[config.mk]
export PLATFORM = sky130hd
export DESIGN_NAME = vending_machine_multi_flat
export DESIGN_NICKNAME = d
export VERILOG_FILES = /design/src/rtl/vending_machine_multi_pkg.sv /design/src/rtl/vending_machine_multi_if.sv /design/src/rtl/vending_machine_multi_btn_conditioner.sv /design/src/rtl/vending_machine_multi.sv /design/src/flat_wrapper.sv
export SDC_FILE = /design/constraint.sdc
export NUM_CORES = 1
export LEC_CHECK = 0
export BUFFER_PORTS_ARGS = -buffer_cell sky130_fd_sc_hd__buf_4
export CORE_ASPECT_RATIO = 1.2
export CORE_MARGIN = 2
export CORE_UTILIZATION = 43
export CTS_BUF_LIST = sky130_fd_sc_hd__clkbuf_2
export DETAILED_ROUTE_END_ITERATION = 8
export GPL_ROUTABILITY_DRIVEN = 0
export GPL_TIMING_DRIVEN = 0
export PLACE_DENSITY = 0.57
export SYNTH_ARGS = -nofsm -noshare
export SYNTH_HDL_FRONTEND = slang
export SYNTH_SLANG_ARGS = --single-unit
[constraint.sdc]
create_clock -name clk50 -period 4.53 [get_ports clk50]
set_input_delay 0.2265 -clock clk50 [delete_from_list [all_inputs] [get_ports clk50]]
set_output_delay 0.2265 -clock clk50 [all_outputs]
set_load 0.02 [all_outputs]
[src/rtl/vending_machine_multi_pkg.sv]
// vending_pkg: shared types and helpers for the multi-product vending controller.
//   state_t      - controller state encoding
//   CREDIT_W_DEF - default width of credit/price/change values (cents)
//   coin_value / price_of - pull slice i out of a packed parameter vector
package vending_pkg;

  localparam int CREDIT_W_DEF = 8;
  // Packed parameter vectors are zero-extended to this width before slicing.
  localparam int VEC_W = 256;

  typedef enum logic [1:0] {IDLE, CREDIT, DISPENSE, ERROR} state_t;

  function automatic logic [31:0] slice_of(input logic [VEC_W-1:0] vec, input int idx, input int w);
    logic [31:0] mask;
    mask = (w >= 32) ? 32'hFFFF_FFFF : ((32'd1 << w) - 32'd1);
    return 32'(vec >> (idx * w)) & mask;
  endfunction

  function automatic logic [31:0] coin_value(input logic [VEC_W-1:0] coin_values, input int idx, input int w);
    return slice_of(coin_values, idx, w);
  endfunction

  function automatic logic [31:0] price_of(input logic [VEC_W-1:0] prices, input int idx, input int w);
    return slice_of(prices, idx, w);
  endfunction

endpackage

[src/rtl/vending_machine_multi_if.sv]
// Board-side bundle of the vending controller.
//   btn_coin/btn_select/btn_cancel : raw active-high push-buttons
//   credit, dispense, change_valid, change_amount, coin_reject : actuator/display
//   led_ready/led_busy/led_done/led_error : status LEDs
// master = board/stimulus side, slave = controller side.
interface vending_machine_multi_if
  import vending_pkg::*;
#(
  parameter int N_COIN   = 3,
  parameter int N_PROD   = 4,
  parameter int CREDIT_W = CREDIT_W_DEF
);
  logic [N_COIN-1:0]   btn_coin;
  logic [N_PROD-1:0]   btn_select;
  logic                btn_cancel;
  logic [CREDIT_W-1:0] credit;
  logic [N_PROD-1:0]   dispense;
  logic                change_valid;
  logic [CREDIT_W-1:0] change_amount;
  logic                coin_reject;
  logic                led_ready;
  logic                led_busy;
  logic                led_done;
  logic                led_error;

  modport master (
    output btn_coin, btn_select, btn_cancel,
    input  credit, dispense, change_valid, change_amount, coin_reject,
    input  led_ready, led_busy, led_done, led_error
  );

  modport slave (
    input  btn_coin, btn_select, btn_cancel,
    output credit, dispense, change_valid, change_amount, coin_reject,
    output led_ready, led_busy, led_done, led_error
  );
endinterface

[src/rtl/vending_machine_multi_btn_conditioner.sv]
// btn_conditioner: one raw button -> 2-flop synchroniser -> debouncer ->
// single-cycle rising-edge pulse. Pulse appears 2 + DEBOUNCE_CYCLES + 1 cycles
// after the raw edge; a held button gives exactly one pulse.
//   clk50, rst_n : clock, async active-low reset
//   raw          : asynchronous button level
//   pulse        : one-cycle press event
module btn_conditioner #(
  parameter int DEBOUNCE_CYCLES = 500000
) (
  input  logic clk50,
  input  logic rst_n,
  input  logic raw,
  output logic pulse
);
  localparam int CNT_W = (DEBOUNCE_CYCLES > 1) ? $clog2(DEBOUNCE_CYCLES) : 1;
  localparam logic [CNT_W-1:0] CNT_LOAD = CNT_W'(DEBOUNCE_CYCLES - 1);

  logic             sync_a, sync_b;
  logic             stable, stable_q;
  logic [CNT_W-1:0] cnt;

  // Down-counter reloads whenever the synchronised level agrees with the
  // accepted level; it must run out while they disagree for a change to stick.
  always_ff @(posedge clk50 or negedge rst_n) begin
    if (!rst_n) begin
      sync_a   <= 1'b0;
      sync_b   <= 1'b0;
      stable   <= 1'b0;
      stable_q <= 1'b0;
      cnt      <= '0;
      pulse    <= 1'b0;
    end else begin
      sync_a   <= raw;
      sync_b   <= sync_a;
      stable_q <= stable;
      pulse    <= stable & ~stable_q;
      if (sync_b == stable) begin
        cnt <= CNT_LOAD;
      end else if (cnt == '0) begin
        stable <= sync_b;
        cnt    <= CNT_LOAD;
      end else begin
        cnt <= cnt - 1'b1;
      end
    end
  end
endmodule

[src/rtl/vending_machine_multi.sv]
// vending_machine_multi: multi-coin, multi-product vending controller.
//   clk50 : 50 MHz board clock
//   rst_n : async active-low reset
//   bus   : buttons in, credit/dispense/change/reject strobes and LEDs out
//
// state    | meaning
// IDLE     | no credit, waiting for a coin
// CREDIT   | credit held; coins add, select buys, cancel/timeout refund
// DISPENSE | product one-hot held for DISPENSE_CYCLES, then change strobe
// ERROR    | error LED for ERR_CYCLES, then back to CREDIT or IDLE
module vending_machine_multi
  import vending_pkg::*;
#(
  parameter int                         N_COIN          = 3,
  parameter int                         N_PROD          = 4,
  parameter int                         CREDIT_W        = CREDIT_W_DEF,
  parameter logic [N_COIN*CREDIT_W-1:0] COIN_VALUES     = {8'd25, 8'd10, 8'd5},
  parameter logic [N_PROD*CREDIT_W-1:0] PRICES          = {8'd75, 8'd50, 8'd35, 8'd25},
  parameter int                         MAX_CREDIT      = 200,
  parameter int                         DEBOUNCE_CYCLES = 500000,
  parameter int                         DISPENSE_CYCLES = 50000000,
  parameter int                         ERR_CYCLES      = 25000000,
  parameter int                         TIMEOUT_CYCLES  = 1500000000
) (
  input  logic                   clk50,
  input  logic                   rst_n,
  vending_machine_multi_if.slave bus
);
  localparam int N_BTN = N_COIN + N_PROD + 1;
  localparam logic [VEC_W-1:0] COIN_EXT  = VEC_W'(COIN_VALUES);
  localparam logic [VEC_W-1:0] PRICE_EXT = VEC_W'(PRICES);
  localparam logic [31:0] DISP_LOAD = 32'(DISPENSE_CYCLES - 1);
  localparam logic [31:0] ERR_LOAD  = 32'(ERR_CYCLES - 1);
  localparam logic [31:0] TMO_LOAD  = 32'(TIMEOUT_CYCLES - 1);
  localparam logic [CREDIT_W:0] MAX_SUM = (CREDIT_W+1)'(MAX_CREDIT);

  logic [CREDIT_W-1:0] coin_tbl  [N_COIN];
  logic [CREDIT_W-1:0] price_tbl [N_PROD];

  if (MAX_CREDIT > (2**CREDIT_W) - 1) begin : g_bad_max
    $fatal(1, "MAX_CREDIT does not fit in CREDIT_W bits");
  end
  for (genvar i = 0; i < N_COIN; i++) begin : g_coin
    if (int'(coin_value(COIN_EXT, i, CREDIT_W)) > MAX_CREDIT) begin : g_bad
      $fatal(1, "coin value exceeds MAX_CREDIT");
    end
    assign coin_tbl[i] = CREDIT_W'(coin_value(COIN_EXT, i, CREDIT_W));
  end
  for (genvar i = 0; i < N_PROD; i++) begin : g_price
    if (price_of(PRICE_EXT, i, CREDIT_W) == 32'd0) begin : g_bad
      $fatal(1, "product price of zero");
    end
    assign price_tbl[i] = CREDIT_W'(price_of(PRICE_EXT, i, CREDIT_W));
  end

  logic [N_BTN-1:0]  raw_btn, ev;
  logic [N_COIN-1:0] ev_coin;
  logic [N_PROD-1:0] ev_sel;
  logic              ev_cancel;

  assign raw_btn   = {bus.btn_cancel, bus.btn_select, bus.btn_coin};
  assign ev_coin   = ev[N_COIN-1:0];
  assign ev_sel    = ev[N_COIN +: N_PROD];
  assign ev_cancel = ev[N_BTN-1];

  for (genvar b = 0; b < N_BTN; b++) begin : g_btn
    btn_conditioner #(.DEBOUNCE_CYCLES(DEBOUNCE_CYCLES)) u_cond (
      .clk50 (clk50),
      .rst_n (rst_n),
      .raw   (raw_btn[b]),
      .pulse (ev[b])
    );
  end

  // Lowest index wins within each group; iterate high-to-low so the last hit sticks.
  logic                coin_hit, sel_hit;
  logic [CREDIT_W-1:0] coin_val, price;
  logic [N_PROD-1:0]   sel_oh;

  always_comb begin
    coin_hit = 1'b0;
    coin_val = '0;
    for (int i = N_COIN - 1; i >= 0; i--) begin
      if (ev_coin[i]) begin
        coin_hit = 1'b1;
        coin_val = coin_tbl[i];
      end
    end
    sel_hit = 1'b0;
    sel_oh  = '0;
    price   = '0;
    for (int i = N_PROD - 1; i >= 0; i--) begin
      if (ev_sel[i]) begin
        sel_hit   = 1'b1;
        sel_oh    = '0;
        sel_oh[i] = 1'b1;
        price     = price_tbl[i];
      end
    end
  end

  state_t              state, state_n;
  logic [CREDIT_W-1:0] credit_q, credit_n, change_q, change_n, ca_q, ca_n;
  logic [N_PROD-1:0]   disp_q, disp_n;
  logic                cv_q, cv_n, rej_q, rej_n;
  logic [31:0]         tmr, tmr_n;
  logic [CREDIT_W:0]   sum;

  always_ff @(posedge clk50 or negedge rst_n) begin
    if (!rst_n) begin
      state    <= IDLE;
      credit_q <= '0;
      change_q <= '0;
      ca_q     <= '0;
      disp_q   <= '0;
      cv_q     <= 1'b0;
      rej_q    <= 1'b0;
      tmr      <= '0;
    end else begin
      state    <= state_n;
      credit_q <= credit_n;
      change_q <= change_n;
      ca_q     <= ca_n;
      disp_q   <= disp_n;
      cv_q     <= cv_n;
      rej_q    <= rej_n;
      tmr      <= tmr_n;
    end
  end

  // One shared down-counter times dispense, error and inactivity.
  always_comb begin
    state_n  = state;
    credit_n = credit_q;
    change_n = change_q;
    disp_n   = disp_q;
    tmr_n    = (tmr != '0) ? tmr - 32'd1 : tmr;
    cv_n     = 1'b0;
    ca_n     = '0;
    rej_n    = 1'b0;
    sum      = {1'b0, credit_q} + {1'b0, coin_val};
    case (state)
      IDLE: begin
        if (!ev_cancel) begin
          if (sel_hit) begin
            state_n = ERROR;
            tmr_n   = ERR_LOAD;
          end else if (coin_hit) begin
            state_n  = CREDIT;
            credit_n = coin_val;
            tmr_n    = TMO_LOAD;
          end
        end
      end
      CREDIT: begin
        if (ev_cancel || sel_hit || coin_hit) tmr_n = TMO_LOAD;
        if (ev_cancel || (!sel_hit && !coin_hit && tmr == '0)) begin
          state_n  = IDLE;
          cv_n     = 1'b1;
          ca_n     = credit_q;
          credit_n = '0;
        end else if (sel_hit) begin
          if (credit_q >= price) begin
            state_n  = DISPENSE;
            disp_n   = sel_oh;
            change_n = credit_q - price;
            tmr_n    = DISP_LOAD;
          end else begin
            state_n = ERROR;
            tmr_n   = ERR_LOAD;
          end
        end else if (coin_hit) begin
          if (sum <= MAX_SUM) credit_n = sum[CREDIT_W-1:0];
          else                rej_n    = 1'b1;
        end
      end
      DISPENSE: begin
        if (tmr == '0) begin
          state_n  = IDLE;
          disp_n   = '0;
          credit_n = '0;
          cv_n     = 1'b1;
          ca_n     = change_q;
        end
      end
      ERROR: begin
        if (tmr == '0) begin
          state_n = (credit_q != '0) ? CREDIT : IDLE;
          tmr_n   = TMO_LOAD;
        end
      end
      default: state_n = IDLE;
    endcase
  end

  assign bus.credit        = credit_q;
  assign bus.dispense      = disp_q;
  assign bus.change_valid  = cv_q;
  assign bus.change_amount = ca_q;
  assign bus.coin_reject   = rej_q;
  assign bus.led_ready     = (state == IDLE);
  assign bus.led_busy      = (state == CREDIT) || (state == DISPENSE);
  assign bus.led_done      = (state == DISPENSE);
  assign bus.led_error     = (state == ERROR);
endmodule

[src/flat_wrapper.sv]
// flat-port wrapper written by rule: the top's interface ports become plain ports
module vending_machine_multi_flat import vending_pkg::*;
#(
  parameter int                         N_COIN          = 3,
  parameter int                         N_PROD          = 4,
  parameter int                         CREDIT_W        = CREDIT_W_DEF,
  parameter logic [N_COIN*CREDIT_W-1:0] COIN_VALUES     = {8'd25, 8'd10, 8'd5},
  parameter logic [N_PROD*CREDIT_W-1:0] PRICES          = {8'd75, 8'd50, 8'd35, 8'd25},
  parameter int                         MAX_CREDIT      = 200,
  parameter int                         DEBOUNCE_CYCLES = 500000,
  parameter int                         DISPENSE_CYCLES = 50000000,
  parameter int                         ERR_CYCLES      = 25000000,
  parameter int                         TIMEOUT_CYCLES  = 1500000000
)
  (clk50, rst_n, bus_btn_coin, bus_btn_select, bus_btn_cancel, bus_credit, bus_dispense, bus_change_valid, bus_change_amount, bus_coin_reject, bus_led_ready, bus_led_busy, bus_led_done, bus_led_error);
  vending_machine_multi_if #(.N_COIN(N_COIN), .N_PROD(N_PROD), .CREDIT_W(CREDIT_W)) bus_i ();
  input  logic clk50;
  input  logic rst_n;
  input wire logic [$bits(bus_i.btn_coin)-1:0] bus_btn_coin;
  input wire logic [$bits(bus_i.btn_select)-1:0] bus_btn_select;
  input wire logic [$bits(bus_i.btn_cancel)-1:0] bus_btn_cancel;
  output wire logic [$bits(bus_i.credit)-1:0] bus_credit;
  output wire logic [$bits(bus_i.dispense)-1:0] bus_dispense;
  output wire logic [$bits(bus_i.change_valid)-1:0] bus_change_valid;
  output wire logic [$bits(bus_i.change_amount)-1:0] bus_change_amount;
  output wire logic [$bits(bus_i.coin_reject)-1:0] bus_coin_reject;
  output wire logic [$bits(bus_i.led_ready)-1:0] bus_led_ready;
  output wire logic [$bits(bus_i.led_busy)-1:0] bus_led_busy;
  output wire logic [$bits(bus_i.led_done)-1:0] bus_led_done;
  output wire logic [$bits(bus_i.led_error)-1:0] bus_led_error;
  assign bus_i.btn_coin = bus_btn_coin;
  assign bus_i.btn_select = bus_btn_select;
  assign bus_i.btn_cancel = bus_btn_cancel;
  assign bus_credit = bus_i.credit;
  assign bus_dispense = bus_i.dispense;
  assign bus_change_valid = bus_i.change_valid;
  assign bus_change_amount = bus_i.change_amount;
  assign bus_coin_reject = bus_i.coin_reject;
  assign bus_led_ready = bus_i.led_ready;
  assign bus_led_busy = bus_i.led_busy;
  assign bus_led_done = bus_i.led_done;
  assign bus_led_error = bus_i.led_error;
  vending_machine_multi #(.N_COIN(N_COIN), .N_PROD(N_PROD), .CREDIT_W(CREDIT_W), .COIN_VALUES(COIN_VALUES), .PRICES(PRICES), .MAX_CREDIT(MAX_CREDIT), .DEBOUNCE_CYCLES(DEBOUNCE_CYCLES), .DISPENSE_CYCLES(DISPENSE_CYCLES), .ERR_CYCLES(ERR_CYCLES), .TIMEOUT_CYCLES(TIMEOUT_CYCLES)) u_core (.clk50(clk50), .rst_n(rst_n), .bus(bus_i));
endmodule
==> results.txt <==
result of the run - finished clean
antenna violations before repair - 1
depth of the worst register-to-register path - 12
effective utilization at floorplan - 0.434
final worst path period share - 0.765
net switching fraction of the power - 0.261
number of cells upsized or downsized after cts - 0
unrepaired setup endpoints after global routing - no
# IOs - 36
clock tree sinks - 256
Reg-to-Reg Start - u_core.g_btn[3].u_cond.pulse$_DFF_PN0_
relative contribution of combinational cells to total power - 0.031
detailed-routing iteration count for the pre-antenna-repair pass - 4
count of nets after finishing - 1416
Filler Cell Count - 2744
antenna-violating nets left - 0
most frequent cell after synthesis - dfrtp_1
post-synth top area cell - dfrtp_1
Max Slew Vio Count - 0
maximum number of pins on one net before global-route repair - 122
count of endpoints failing hold in the final timing report - 0
tightest slew margin relative to the limit - 0.385
maximum operating frequency - 0.289 GHz
footprint of the flip-flops and latches - 0.00641 mm2
critical setup path kind - register to register
wire length of the first global-routing pass - 46200 um
WP data required - 5200 ps
number of flops mapped to enable cells by yosys - 0
# H-tree levels - 3
worst r2r dst - u_core.bus.dispense[1]$_DFFE_PN0P_
Die Wd - 159 um
gate count after technology mapping - 1254
Setup Skew - 57.8 ps
aggregate global-route resource usage - 0.182
detailed-placement wirelength estimate - 17800 um
Worst-Skew Late Latency - 830 ps
share of flip-flops with an asynchronous set or reset - 1.00
post-route cell area - 0.0141 mm2
maximum clock path buffer count - 3
Flop pwr share - 0.554
Critical Path End Type - register
chip height - 190 um
Synth Warn # - 0
CTS tree - done
met2 layer usage reported by global route - 0.308
internal power - 0.00310 W
clock input transition at the sequential cells of the worst setup and hold paths - 110 ps
reported max-cap violation count - 0
post-route setup TNS - 0 ps
top flip-flop cell by instance count after synthesis - dfrtp_1
share of total power in the clock network - 0.415
summed instance area of the synthesized netlist - 0.0125 mm2
buffers and inverters on the worst path - 1
Vias per Instance - 5.12
Worst Path Max Fanout - 10
number of global-route vias before repair - 9788
leakage power - 6.18 nW
power density of the placed cells - 297 mW/mm2
Layout area overhead - 13.3%
switching power of the nets - 0.00109 W
category of the worst setup path launch point - register
arrival time of the worst setup path - 4130 ps
Worst R2R Setup Slack - 1070 ps
distinct cell type count of the synthesized netlist - 72
dpl cell area - 0.0133 mm2
total placed cells including tap cells - 1676
class of the tightest hold or removal check - input port to async pin
port bufs - 35
GRT overflow - 0
CP Cell Sequence - clkbuf_1 -> nor2_1 -> o21ai_0 -> ha_1 -> fa_1 -> nand2b_1 -> a21oi_1 -> a21oi_1 -> o21ai_1 -> a21oi_1 -> o22ai_1 -> mux2_1
synth cell count leaders - 256 x dfrtp_1, 170 x nor2_1, 130 x nand2_1
sequential element share of the synthesized area - 0.514
Cell Count, Final, Fillers Out - 1818
met1 capacity usage during global routing - 0.225
placeable core region - 0.0287 mm2
slew at the pin with the worst max-slew slack - 914 ps
fraction of synthesized cell area taken by the top area cell type - 0.514
register bit total from synthesis - 256
highest-utilization routing layer at the global route stage - met2
buffer type at the clock tree root - clkbuf_2
total via count after detailed routing - 9316
area occupied by multi-input gates - 0.00575 mm2
detail-routed net length per standard cell - 14.5 um
final wirelength - 26300 um
cell with the most instances on the worst path - a21oi_1
maximum vdd drop - 0.194 mV
Net Count, Synth - 1291
share of post-route cells with drive strength above 1 - 0.133
largest cells by area after synthesis - dfrtp_1 51%, xnor2_1 7.4%, nor2_1 5.1%
Finish-stage setup viols - 0
number of post-CTS setup repair buffers - 0
number of rows in the core area - 68
met3 usage in global routing - 0.0448
drt drc - 0
CP top delay family - compound AO/OA/AOI/OAI gates
synthesized area per cell - 9.93 um2
critical path's largest stage delay - 540 ps
die area - 0.0303 mm2
Crit-path slowest cell - o22ai_1
DRC violation total after the first TritonRoute iteration - 403
clock period minus final worst setup slack - 3460 ps
Num CTS Buffers - 69
stage by stage:
stage	total power (W)	worst slack, ps	hold slack (ps)	utilization
after floorplan	0.00242	1580	-69.1	-
after global placement	0.00249	1030	335	0.460
after detailed placement	0.00250	1070	64.0	0.462
after CTS	0.00429	1060	1.21	0.492
after global routing	0.00445	837	2.23	0.492
final	0.00419	1070	43.1	0.492
how the worst max path moves through the flow:
stage / startpoint / end / slack (ps) / depth (start not counted)
after floorplan: u_core.g_btn[0].u_cond.pulse$_DFF_PN0_ / u_core.bus.credit[1]$_DFFE_PN0P_ / 1580 / 9
after global placement: rst_n / u_core.g_btn[1].u_cond.cnt[6]$_DFF_PN0_ / 1030 / 1
after detailed placement: u_core.g_btn[3].u_cond.pulse$_DFF_PN0_ / u_core.bus.dispense[1]$_DFFE_PN0P_ / 1070 / 12
after CTS: u_core.g_btn[3].u_cond.pulse$_DFF_PN0_ / u_core.bus.dispense[1]$_DFFE_PN0P_ / 1060 / 12
after global routing: u_core.g_btn[3].u_cond.pulse$_DFF_PN0_ / u_core.bus.dispense[1]$_DFFE_PN0P_ / 840 / 12
final: u_core.g_btn[3].u_cond.pulse$_DFF_PN0_ / u_core.bus.dispense[1]$_DFFE_PN0P_ / 1070 / 12
state kept, by name, indices dropped and copies added (netlist names):
name,cells
u_core.tmr,32
u_core.g_btn.u_cond.stable,8
u_core.bus.change_amount,8
u_core.g_btn.u_cond.sync_b,8
u_core.bus.credit,8
u_core.change_q,8
u_core.bus.coin_reject,1
u_core.g_btn.u_cond.cnt,152
u_core.state,2
u_core.g_btn.u_cond.pulse,8
u_core.g_btn.u_cond.sync_a,8
u_core.bus.change_valid,1
u_core.bus.dispense,4
u_core.g_btn.u_cond.stable_q,8
final cells by class:
cell class,instances,share of cell area
sequential,256,0.454
multi-input combinational,924,0.407
timing repair buffer,54,0.0351
tap,385,0.0341
clock buffer,95,0.0337
clock inverter,29,0.0145
inverter,41,0.0109
buffer,33,0.0103
antenna,1,0.000177
worst min-delay path, cell delays in order:
cell and delay [ps]:
dlygate4sd3_1 560, buf_8 140, buf_16 390
cells by family (layout without fill, tap and decap cells):
logic type                 Yosys count  after routing  share of synthesized area
muxes                               20             20                     0.0179
other                                0              1                          0
buffers and inverters               74            252                     0.0240
xor gates and xnor gates           152            152                      0.107
DFF                                256            256                      0.514
AOI/OAI and AO/OA                  159            159                     0.0841
and+or+nand+nor                    566            566                      0.224
adders and majority gates           27             27                     0.0283
power groups by stage:
stage	Clock [W]	Combinational [W]	Sequential (W)
global route	0.00196	0.000156	0.00233
floorplan	0	0.0000527	0.00237
global placement	0	0.000118	0.00237
CTS	0.00183	0.000138	0.00232
finish	0.00174	0.000132	0.00232
detailed placement	0	0.000127	0.00237
routing by layer:
layer  part of all wire  vias up
met3              0.042       58
met2               0.49      149
met1               0.44     4469
met4              0.025        0
met5                  0        -
li1                   -     4640
repair_timing:
item / CTS / global route
endpoints found under the setup margin: 0 / 0
hold buffers: 16 / 1
hold endpoints to repair: 264 / 1
cells in the final DEF (no fill, tap or decap), types with 6 or more instances in the layout:
cell / n
nand4_1: 9
o21a_1: 7
o22ai_1: 9
ha_1: 25
inv_1: 40
o31ai_1: 7
nand2_2: 8
or4_1: 18
mux2_2: 12
dfrtp_1: 256
clkinv_1: 16
nand2_1: 130
o21ai_1: 14
nand2b_1: 13
clkinv_2: 7
dlygate4sd3_1: 17
or3_1: 25
clkbuf_1: 28
or2_2: 9
nor2b_1: 22
clkbuf_2: 95
nand3_1: 24
a21oi_1: 31
buf_4: 35
nor2_1: 170
xor2_1: 47
nor3_1: 58
nor3b_1: 7
xnor2_1: 105
mux2_1: 6
a22oi_1: 9
nor4_1: 40
o21ai_0: 37
and3_1: 6
Power figures use the tool's default switching activity.
